<file path="config.mk">
export PLATFORM = sky130hd
export DESIGN_NAME = rr_stage
export DESIGN_NICKNAME = d
export VERILOG_FILES = /design/src/rtl/beta_pkg.sv /design/src/rtl/operand_bypass.sv /design/src/rtl/rr_stage.sv
export SDC_FILE = /design/constraint.sdc
export NUM_CORES = 1
export LEC_CHECK = 0
export ABC_AREA = 1
export BUFFER_PORTS_ARGS = -buffer_cell sky130_fd_sc_hd__clkbuf_2
export CAP_MARGIN = 0
export CORE_UTILIZATION = 45
export DETAILED_ROUTE_END_ITERATION = 16
export GPL_TIMING_DRIVEN = 0
export PLACE_DENSITY = 0.79
export SLEW_MARGIN = 20
export SYNTH_ARGS = -nofsm -noshare
export SYNTH_HDL_FRONTEND = slang
export SYNTH_HIERARCHICAL = 1
export SYNTH_SLANG_ARGS = --single-unit
</file>
<file path="constraint.sdc">
create_clock -name clk -period 11.2 [get_ports clk]
set_input_delay 1.68 -clock clk [delete_from_list [all_inputs] [get_ports clk]]
set_output_delay 1.68 -clock clk [all_outputs]
set_load 0.01 [all_outputs]
</file>
<file path="src/rtl/beta_pkg.sv">
// Shared Beta ISA definitions: opcode encodings, instruction field
// positions, the hardwired-zero register index and immediate extension.
package beta_pkg;

    // Instruction field bit positions
    localparam int unsigned OP_HI  = 31;
    localparam int unsigned OP_LO  = 26;
    localparam int unsigned RC_HI  = 25;
    localparam int unsigned RC_LO  = 21;
    localparam int unsigned RA_HI  = 20;
    localparam int unsigned RA_LO  = 16;
    localparam int unsigned RB_HI  = 15;
    localparam int unsigned RB_LO  = 11;
    localparam int unsigned LIT_HI = 15;
    localparam int unsigned LIT_LO = 0;

    // Opcode class prefixes (op[5:4])
    localparam logic [1:0] OP_CLASS_OP  = 2'b10;
    localparam logic [1:0] OP_CLASS_OPC = 2'b11;

    // Individual memory / control-flow opcodes
    localparam logic [5:0] OP_LD  = 6'b011000;
    localparam logic [5:0] OP_ST  = 6'b011001;
    localparam logic [5:0] OP_JMP = 6'b011011;
    localparam logic [5:0] OP_BEQ = 6'b011100;
    localparam logic [5:0] OP_BNE = 6'b011101;
    localparam logic [5:0] OP_LDR = 6'b011111;

    // Hardwired-zero register for the default 5-bit register address
    localparam logic [4:0] R31 = 5'd31;

    // Sign-extend a 16-bit literal to 32 bits
    function automatic logic [31:0] sign_extend16(input logic [15:0] lit);
        return {{16{lit[15]}}, lit};
    endfunction

endpackage

</file>
<file path="src/rtl/operand_bypass.sv">
// Resolves one source operand: R31 reads as zero, otherwise the youngest
// matching forward candidate (EX, MEM, WB) wins over register-file data.
// Also reports whether the deciding match is data that does not exist yet.
module operand_bypass
    import beta_pkg::*;
#(
    parameter int DATA_W = 32,
    parameter int REG_AW = 5
) (
    input  logic [REG_AW-1:0] src_i,
    input  logic [DATA_W-1:0] rf_data_i,
    input  logic              ex_valid_i,
    input  logic [REG_AW-1:0] ex_wa_i,
    input  logic [DATA_W-1:0] ex_data_i,
    input  logic              ex_is_load_i,
    input  logic              mem_valid_i,
    input  logic [REG_AW-1:0] mem_wa_i,
    input  logic [DATA_W-1:0] mem_data_i,
    input  logic              mem_pending_i,
    input  logic              wb_valid_i,
    input  logic [REG_AW-1:0] wb_wa_i,
    input  logic [DATA_W-1:0] wb_data_i,
    output logic [DATA_W-1:0] value_o,
    output logic              load_hazard_o
);

    localparam logic [REG_AW-1:0] ZERO_REG = {REG_AW{1'b1}};

    // Priority mux; a candidate writing R31 can never match because R31 is
    // filtered first, so later branches only see non-R31 sources.
    always_comb begin
        value_o       = rf_data_i;
        load_hazard_o = 1'b0;
        if (src_i == ZERO_REG) begin
            value_o       = {DATA_W{1'b0}};
            load_hazard_o = 1'b0;
        end else if (ex_valid_i && (ex_wa_i == src_i)) begin
            value_o       = ex_data_i;
            load_hazard_o = ex_is_load_i;
        end else if (mem_valid_i && (mem_wa_i == src_i)) begin
            value_o       = mem_data_i;
            load_hazard_o = mem_pending_i;
        end else if (wb_valid_i && (wb_wa_i == src_i)) begin
            value_o       = wb_data_i;
            load_hazard_o = 1'b0;
        end else begin
            value_o       = rf_data_i;
            load_hazard_o = 1'b0;
        end
    end

endmodule

</file>
<file path="src/rtl/rr_stage.sv">
// Beta register-read stage: drives register-file read ports, resolves
// operands with bypass, stalls on load-use, and holds the RR/EX register.
module rr_stage
    import beta_pkg::*;
#(
    parameter int DATA_W = 32,
    parameter int REG_AW = 5
) (
    input  logic              clk,
    input  logic              rst,
    input  logic              id_valid,
    input  logic [31:0]       id_instr,
    input  logic [31:0]       id_pc,
    output logic              id_ready,
    output logic [REG_AW-1:0] rf_ra1,
    output logic [REG_AW-1:0] rf_ra2,
    input  logic [DATA_W-1:0] rf_rd1,
    input  logic [DATA_W-1:0] rf_rd2,
    input  logic              ex_fwd_valid,
    input  logic [REG_AW-1:0] ex_fwd_wa,
    input  logic [DATA_W-1:0] ex_fwd_data,
    input  logic              ex_fwd_is_load,
    input  logic              mem_fwd_valid,
    input  logic [REG_AW-1:0] mem_fwd_wa,
    input  logic [DATA_W-1:0] mem_fwd_data,
    input  logic              mem_fwd_pending,
    input  logic              wb_fwd_valid,
    input  logic [REG_AW-1:0] wb_fwd_wa,
    input  logic [DATA_W-1:0] wb_fwd_data,
    input  logic              flush,
    input  logic              rr_ready,
    output logic              rr_valid,
    output logic [31:0]       rr_pc,
    output logic [5:0]        rr_op,
    output logic [REG_AW-1:0] rr_rc,
    output logic [DATA_W-1:0] rr_a,
    output logic [DATA_W-1:0] rr_b,
    output logic [DATA_W-1:0] rr_st_data
);

    logic [5:0]        op_s;
    logic [REG_AW-1:0] rc_s, ra_s, rb_s;
    logic [31:0]       sext_s;
    logic [DATA_W-1:0] imm_s;
    logic              is_st_s, is_op_s;
    logic              use_ra_s, use_r2_s;
    logic [DATA_W-1:0] res_a_s, res_2_s;
    logic              haz_a_s, haz_2_s;
    logic              hazard_s, hold_s;

    logic              valid_q, valid_d;
    logic [31:0]       pc_q, pc_d;
    logic [5:0]        op_q, op_d;
    logic [REG_AW-1:0] rc_q, rc_d;
    logic [DATA_W-1:0] a_q, a_d, b_q, b_d, st_q, st_d;

    assign op_s    = id_instr[OP_HI:OP_LO];
    assign rc_s    = id_instr[RC_HI:RC_LO];
    assign ra_s    = id_instr[RA_HI:RA_LO];
    assign rb_s    = id_instr[RB_HI:RB_LO];
    assign sext_s  = sign_extend16(id_instr[LIT_HI:LIT_LO]);
    assign imm_s   = DATA_W'(signed'(sext_s));
    assign is_st_s = (op_s == OP_ST);
    assign is_op_s = (op_s[5:4] == OP_CLASS_OP);

    // Port 2 serves the store-data register for ST, otherwise rb.
    assign rf_ra1 = ra_s;
    assign rf_ra2 = is_st_s ? rc_s : rb_s;

    // Which source registers the opcode actually reads (ra on port 1, rb/rc on port 2)
    always_comb begin
        use_ra_s = 1'b0;
        use_r2_s = 1'b0;
        if (op_s[5:4] == OP_CLASS_OP) begin
            use_ra_s = 1'b1;
            use_r2_s = 1'b1;
        end else if (op_s[5:4] == OP_CLASS_OPC) begin
            use_ra_s = 1'b1;
            use_r2_s = 1'b0;
        end else begin
            case (op_s)
                OP_LD, OP_JMP, OP_BEQ, OP_BNE: begin
                    use_ra_s = 1'b1;
                    use_r2_s = 1'b0;
                end
                OP_ST: begin
                    use_ra_s = 1'b1;
                    use_r2_s = 1'b1;
                end
                OP_LDR: begin
                    use_ra_s = 1'b0;
                    use_r2_s = 1'b0;
                end
                default: begin
                    use_ra_s = 1'b0;
                    use_r2_s = 1'b0;
                end
            endcase
        end
    end

    operand_bypass #(.DATA_W(DATA_W), .REG_AW(REG_AW)) u_byp_a (
        .src_i(rf_ra1), .rf_data_i(rf_rd1),
        .ex_valid_i(ex_fwd_valid), .ex_wa_i(ex_fwd_wa), .ex_data_i(ex_fwd_data),
        .ex_is_load_i(ex_fwd_is_load),
        .mem_valid_i(mem_fwd_valid), .mem_wa_i(mem_fwd_wa), .mem_data_i(mem_fwd_data),
        .mem_pending_i(mem_fwd_pending),
        .wb_valid_i(wb_fwd_valid), .wb_wa_i(wb_fwd_wa), .wb_data_i(wb_fwd_data),
        .value_o(res_a_s), .load_hazard_o(haz_a_s)
    );

    operand_bypass #(.DATA_W(DATA_W), .REG_AW(REG_AW)) u_byp_2 (
        .src_i(rf_ra2), .rf_data_i(rf_rd2),
        .ex_valid_i(ex_fwd_valid), .ex_wa_i(ex_fwd_wa), .ex_data_i(ex_fwd_data),
        .ex_is_load_i(ex_fwd_is_load),
        .mem_valid_i(mem_fwd_valid), .mem_wa_i(mem_fwd_wa), .mem_data_i(mem_fwd_data),
        .mem_pending_i(mem_fwd_pending),
        .wb_valid_i(wb_fwd_valid), .wb_wa_i(wb_fwd_wa), .wb_data_i(wb_fwd_data),
        .value_o(res_2_s), .load_hazard_o(haz_2_s)
    );

    assign hazard_s = id_valid && ((use_ra_s && haz_a_s) || (use_r2_s && haz_2_s));
    assign hold_s   = valid_q && !rr_ready;
    assign id_ready = !hazard_s && !hold_s;

    // Next RR/EX contents: flush > hold > bubble > load
    always_comb begin
        valid_d = valid_q;
        pc_d    = pc_q;
        op_d    = op_q;
        rc_d    = rc_q;
        a_d     = a_q;
        b_d     = b_q;
        st_d    = st_q;
        if (flush) begin
            valid_d = 1'b0;
        end else if (hold_s) begin
            valid_d = valid_q;
        end else if (hazard_s || !id_valid) begin
            valid_d = 1'b0;
        end else begin
            valid_d = 1'b1;
            pc_d    = id_pc;
            op_d    = op_s;
            rc_d    = rc_s;
            a_d     = res_a_s;
            b_d     = is_op_s ? res_2_s : imm_s;
            st_d    = is_st_s ? res_2_s : {DATA_W{1'b0}};
        end
    end

    // RR/EX pipeline register with asynchronous clear
    always_ff @(posedge clk or posedge rst) begin
        if (rst) begin
            valid_q <= 1'b0;
            pc_q    <= 32'd0;
            op_q    <= 6'd0;
            rc_q    <= {REG_AW{1'b0}};
            a_q     <= {DATA_W{1'b0}};
            b_q     <= {DATA_W{1'b0}};
            st_q    <= {DATA_W{1'b0}};
        end else begin
            valid_q <= valid_d;
            pc_q    <= pc_d;
            op_q    <= op_d;
            rc_q    <= rc_d;
            a_q     <= a_d;
            b_q     <= b_d;
            st_q    <= st_d;
        end
    end

    assign rr_valid   = valid_q;
    assign rr_pc      = pc_q;
    assign rr_op      = op_q;
    assign rr_rc      = rc_q;
    assign rr_a       = a_q;
    assign rr_b       = b_q;
    assign rr_st_data = st_q;

endmodule

</file>
Word-level counts from Yosys, hierarchy flattened
Cells that the tools add are included.
Cells by class
  equal/unequal tests: 16
  multiplexer cells: 26
  bitwise logic cells: 3
  reductions and logical operators: 19
Operators with widths (number)
  $mux W32: 10
  $eq A5 B5 Y1: 6
  $eq A6 B5 Y1 const B: 5
  $mux W1: 15
  $logic_and A1 B1 Y1: 11
  $eq A5 B5 Y1 const B: 2
  $mux W5: 1
  $reduce_or A5 Y1: 1
  $eq A2 B2 Y1 const B: 2
  $logic_not A1 Y1: 4
  $not A1 Y1: 3
  $reduce_and A3 Y1: 1
  $logic_or A1 B1 Y1: 2
  $ne A2 B2 Y1 const B: 1
Storage, ports and cells
  flip-flop bits (word level): 140
  bits of input ports: 249

Longest topological paths before layout
  depth after elaboration: 14
  mapped depth: 20
  gate-level depth less buffers: 17

By module
Netlist, hierarchy kept.
Modules (own cells, without submodules)
  rr_stage: instances 1, cells an instance 773, area each 6478.7 µm²
  operand_bypass: instances 2, cells an instance 424, area each 2093.3 µm²

Worst setup path after synthesis
Ideal clock, no wire load.
  path kind: input port to output port
  from: input id_instr[28]
  to: output id_ready
  data arrival time: 3832 ps
  required time: 9520 ps
  path slack: 5688 ps
  stages on the path: 17
  path buffers: 3
  path through: inv_1 nand2_1 inv_1 nand3_1 buf_2 mux2_2 inv_2 nand2_1 nand2_1 nor2_4 nand3_2 clkbuf_1 a21oi_1 nand2_2 clkbuf_1 nand2_1 a21oi_1
On the way
  cells in the longest elaborated chain, start to end: 12
  elaborated cells between the ends (all ways): 27
  classes of those cells: eq/ne: 8; mux: 10; reduce/logical: 9
Ends and longest elaborated chain
  start, declared: RTL line rr_stage.sv:12  | input logic [31:0] id_instr,
  $eq A6 B5 Y1 *: RTL line rr_stage.sv:63  | assign is_st_s = (op_s == OP_ST);
  $mux W5 *: RTL line rr_stage.sv:68  | assign rf_ra2 = is_st_s ? rc_s : rb_s;
  named net rf_ra2[0]: RTL line rr_stage.sv:16  | output logic [REG_AW-1:0] rf_ra2,
  $eq A5 B5 Y1: RTL line operand_bypass.sv:40  | end else if (mem_valid_i && (mem_wa_i == src_i)) begin
  $logic_and A1 B1 Y1: RTL line operand_bypass.sv:40
  $mux W1: RTL line operand_bypass.sv:40
  $mux W1: RTL line operand_bypass.sv:37  | end else if (ex_valid_i && (ex_wa_i == src_i)) begin
  $mux W1 *: RTL line operand_bypass.sv:34  | if (src_i == ZERO_REG) begin
  named net haz_2_s: RTL line rr_stage.sv:48  | logic haz_a_s, haz_2_s;
  $logic_and A1 B1 Y1 *: RTL line rr_stage.sv:122  | assign hazard_s = id_valid && ((use_ra_s && haz_a_s) || (use_r2_s && haz_2_s));
  $logic_or A1 B1 Y1 *: RTL line rr_stage.sv:122
  $logic_and A1 B1 Y1 *: RTL line rr_stage.sv:122
  $logic_not A1 Y1 *: RTL line rr_stage.sv:124  | assign id_ready = !hazard_s && !hold_s;
  $logic_and A1 B1 Y1 *: RTL line rr_stage.sv:124
  end, declared: RTL line rr_stage.sv:14  | output logic id_ready,
The timed path passes the listed nets; every way through them passes the cells marked *.

Worst setup path after layout
  from: input id_instr[28]
  to: output id_ready
On the way
  cells in the longest elaborated chain, start to end: 12
  elaborated cells between the ends (all ways): 27
  classes of those cells: eq/ne: 8; mux: 10; reduce/logical: 9
Ends and longest elaborated chain (RTL line)
  $eq A6 B5 Y1 *: rr_stage.sv:63
  $mux W5 *: rr_stage.sv:68
  $eq A5 B5 Y1: operand_bypass.sv:40
  $logic_and A1 B1 Y1: operand_bypass.sv:40
  $mux W1: operand_bypass.sv:40
  $mux W1: operand_bypass.sv:37
  $mux W1 *: operand_bypass.sv:34
  named net haz_2_s: rr_stage.sv:48
  $logic_and A1 B1 Y1 *: rr_stage.sv:122
  $logic_or A1 B1 Y1 *: rr_stage.sv:122
  $logic_and A1 B1 Y1 *: rr_stage.sv:122
  $logic_not A1 Y1 *: rr_stage.sv:124
  $logic_and A1 B1 Y1 *: rr_stage.sv:124
Marks and branches as above.

==> results.yml <==
power:
  ir_drop_v: 0.0000786
  power.switching_uw: 584
  swShare: 0.355
  seq_power_share: 0.376
  pwr-share-comb: 0.280
  power.internal_uw: 1060
  pwr-share-clk: 0.344
  p_leak_uw: 0.00825
  p_total_uw: 1650
  powerDensity_nw_per_um2: 120
cts:
  cts_tree: "built"
  htreeDepth: 4
  clockRootBuffer: "clkbuf_16"
  cts_max_path_buffers: 2
  clkLatencyLatePin_ns: 0.42
  cts_sinks: 140
  path_clk_slew_ns: 0.06
  hold_buffers: 0
  post-cts-setup-buffers: 0
  numCtsBuffers: 17
  post_cts_resize_count: 0
floorplanning:
  num_rows: 55
  dieArea_um2: 24300
  die_h_um: 156
  coreArea_um2: 22900
  initial_utilization: 0.465
  die_w_um: 156
  ios: 400
synthesis:
  ys_seq_elements: 140
  yosysUniqueCellTypes: 28
  seq_area_frac_synth: 0.328
  yosys.area.top_type_share: 0.328
  synth_edf_count: 0
  yosys.area.top_type: "dfrtp_1"
  synth_area_um2: 10700
  synthCells: 1621
  synth_ff_type: "dfrtp_1"
  synthTopCellsByArea: "dfrtp_1 (33%), nand2_1 (15%), nand4_1 (12%)"
  synthArstFlopShare: 1.00
  syn_area_per_cell_um2: 6.58
  synth_warnings: 6
  syn_nets: 1870
placement:
  io_buffers: 399
  dp_hpwl_um: 34600
  postPlaceCellArea_um2: 13100
  pre_cts_slack_ns: 4.60
  globalplace.congestion: 0.935
route:
  drc: 0
  vias: 12557
  wl_per_cell_um: 18.0
  wirelength_um: 42700
  drtIter0Drc: 1396
  drtPass1Iterations: 6
  ant_nets: 0
  vias_per_cell: 5.29
sta:
  tightest_slew_ns: 0.671
  max_freq_ghz: 0.149
  finalClockSkew_ns: 0.00834
  relSlewSlack: 0.552
  finalHoldViolCount: 0
  min_period_ns: 6.73
  fin_crit_sh: 0.601
  fin_tns_setup_ns: 0
  setup_viol: 0
  drv_slew: 0
  rsz0062_at_grt: "false"
  fin_hold_ws_ns: 0.471
  setup_ws_ns: 4.47
global_route:
  grt_pass1_vias: 11567
  overflow: 0
  grt_usage: 0.348
  antenna_found_initial: 7
  grt_max_degree: 92
  grt_first_pass_wirelength_um: 64200
flow_run:
  cap_violations: 0
setup_path:
  start_kind: "input pin"
  critPathKind: "in -> out"
  arrival_ns: 5.05
  critPathRequiredTime_ns: 9.52
  path_max_fanout: 10
  critPathCaptureType: "output port"
final_layout:
  drive_above_1_share: 0.317
  final_nets: 2289
  final_area_um2: 13700
  area_delta_synth_final_pct: 28.3
  layout_commonest_cell: "nand2_1"
  final_cell_mix: "nand2_1 (437), clkbuf_2 (399), inv_1 (252)"
status:
  status: "complete, no violations"
worst_hold_path:
  hold_path_class: "reg -> reg"
==> Yosys cell counts, types with 24 or more instances <==
cell type and instances:
nand3_1 67, inv_1 253, nand2_1 437, buf_2 62, o21ai_0 98, dfrtp_1 140
a21oi_1 51, nor2_2 64, clkbuf_1 24, nor2_1 114, nand4_1 205, buf_6 25
==> path summary, 6_finish.rpt <==
path,from,endpoint,slack (ns),depth (start not counted)
max reg2reg,rr_valid,rr_b[28],9.35,7
max in group asynchronous,rst,rr_b[20],9.16,3
min,rr_a[18],rr_a[18],0.47,2
min in group asynchronous,rst,rr_pc[20],1.25,2
min reg2reg,rr_a[18],rr_a[18],0.47,2
max,id_instr[28],id_ready,4.47,19
==> metrics by stage <==
step	util	instances
4_1_cts	0.596	2366
3_3_place_gp	0.570	2333
3_5_place_dp	0.571	2334
6_report	0.597	2372
2_1_floorplan	-	1621
5_1_grt	0.597	2372
==> kinds of logic (layout without fill, tap and decap cells) <==
group | after synthesis | in the layout | share of synthesized area
AO/OA/AOI/OAI | 166 | 166 | 0.0835
XOR/XNOR | 4 | 4 | 0.00328
buffers and inverters | 394 | 826 | 0.171
flip-flops | 140 | 140 | 0.328
multiplexers | 5 | 5 | 0.00528
other | 0 | 6 | 0
AND/OR/NAND/NOR | 912 | 912 | 0.409
==> state kept, by name, indices dropped and copies added (netlist names) <==
register / count
rr_a: 32
rr_b: 32
rr_pc: 32
rr_st_data: 32
rr_op: 6
rr_rc: 5
rr_valid: 1
==> power groups by stage <==
| stage | Combinational (µW) | Sequential, µW | Clock, µW |
|---|---|---|---|
| after floorplan | 212 | 656 | 0 |
| after global placement | 447 | 627 | 0 |
| after detailed placement | 456 | 628 | 0 |
| after CTS | 457 | 619 | 570 |
| after global routing | 506 | 626 | 591 |
| final | 460 | 620 | 566 |
==> final cells by class <==
| class | instances | area, µm² |
|---|---|---|
| Antenna cell | 6 | 15.0 |
| Buffer | 131 | 832 |
| Clock buffer | 17 | 425 |
| Clock inverter | 15 | 154 |
| Fill cell | 2306 | 9230 |
| Inverter | 263 | 995 |
| Multi-Input combinational cell | 1087 | 5340 |
| Sequential cell | 140 | 3500 |
| Tap cell | 313 | 392 |
| Timing Repair Buffer | 400 | 2020 |
==> worst max-delay path, stage by stage <==
cell and delay, ns:
clkbuf_2 0.10, inv_1 0.04, nand2_1 0.07, inv_1 0.04, nand3_1 0.10, buf_2 0.29
mux2_2 0.48, inv_2 0.12, nand2_1 0.05, nand2_1 0.07, nor2_2 0.06, nand3_2 0.18
clkbuf_1 0.34, a21oi_1 0.23, nand2_2 0.21, clkbuf_1 0.35, nand2_1 0.23, a21oi_1 0.20
clkbuf_2 0.17
==> routing by layer <==
metal	part of all wire	global-route usage	up-vias
met1	0.40	0.445	5825
met5	0.00033	0	-
met2	0.48	0.588	649
met3	0.091	0.0633	69
li1	-	-	6012
met4	0.026	0.118	2
Note: power is estimated with default switching activity, not from simulation.
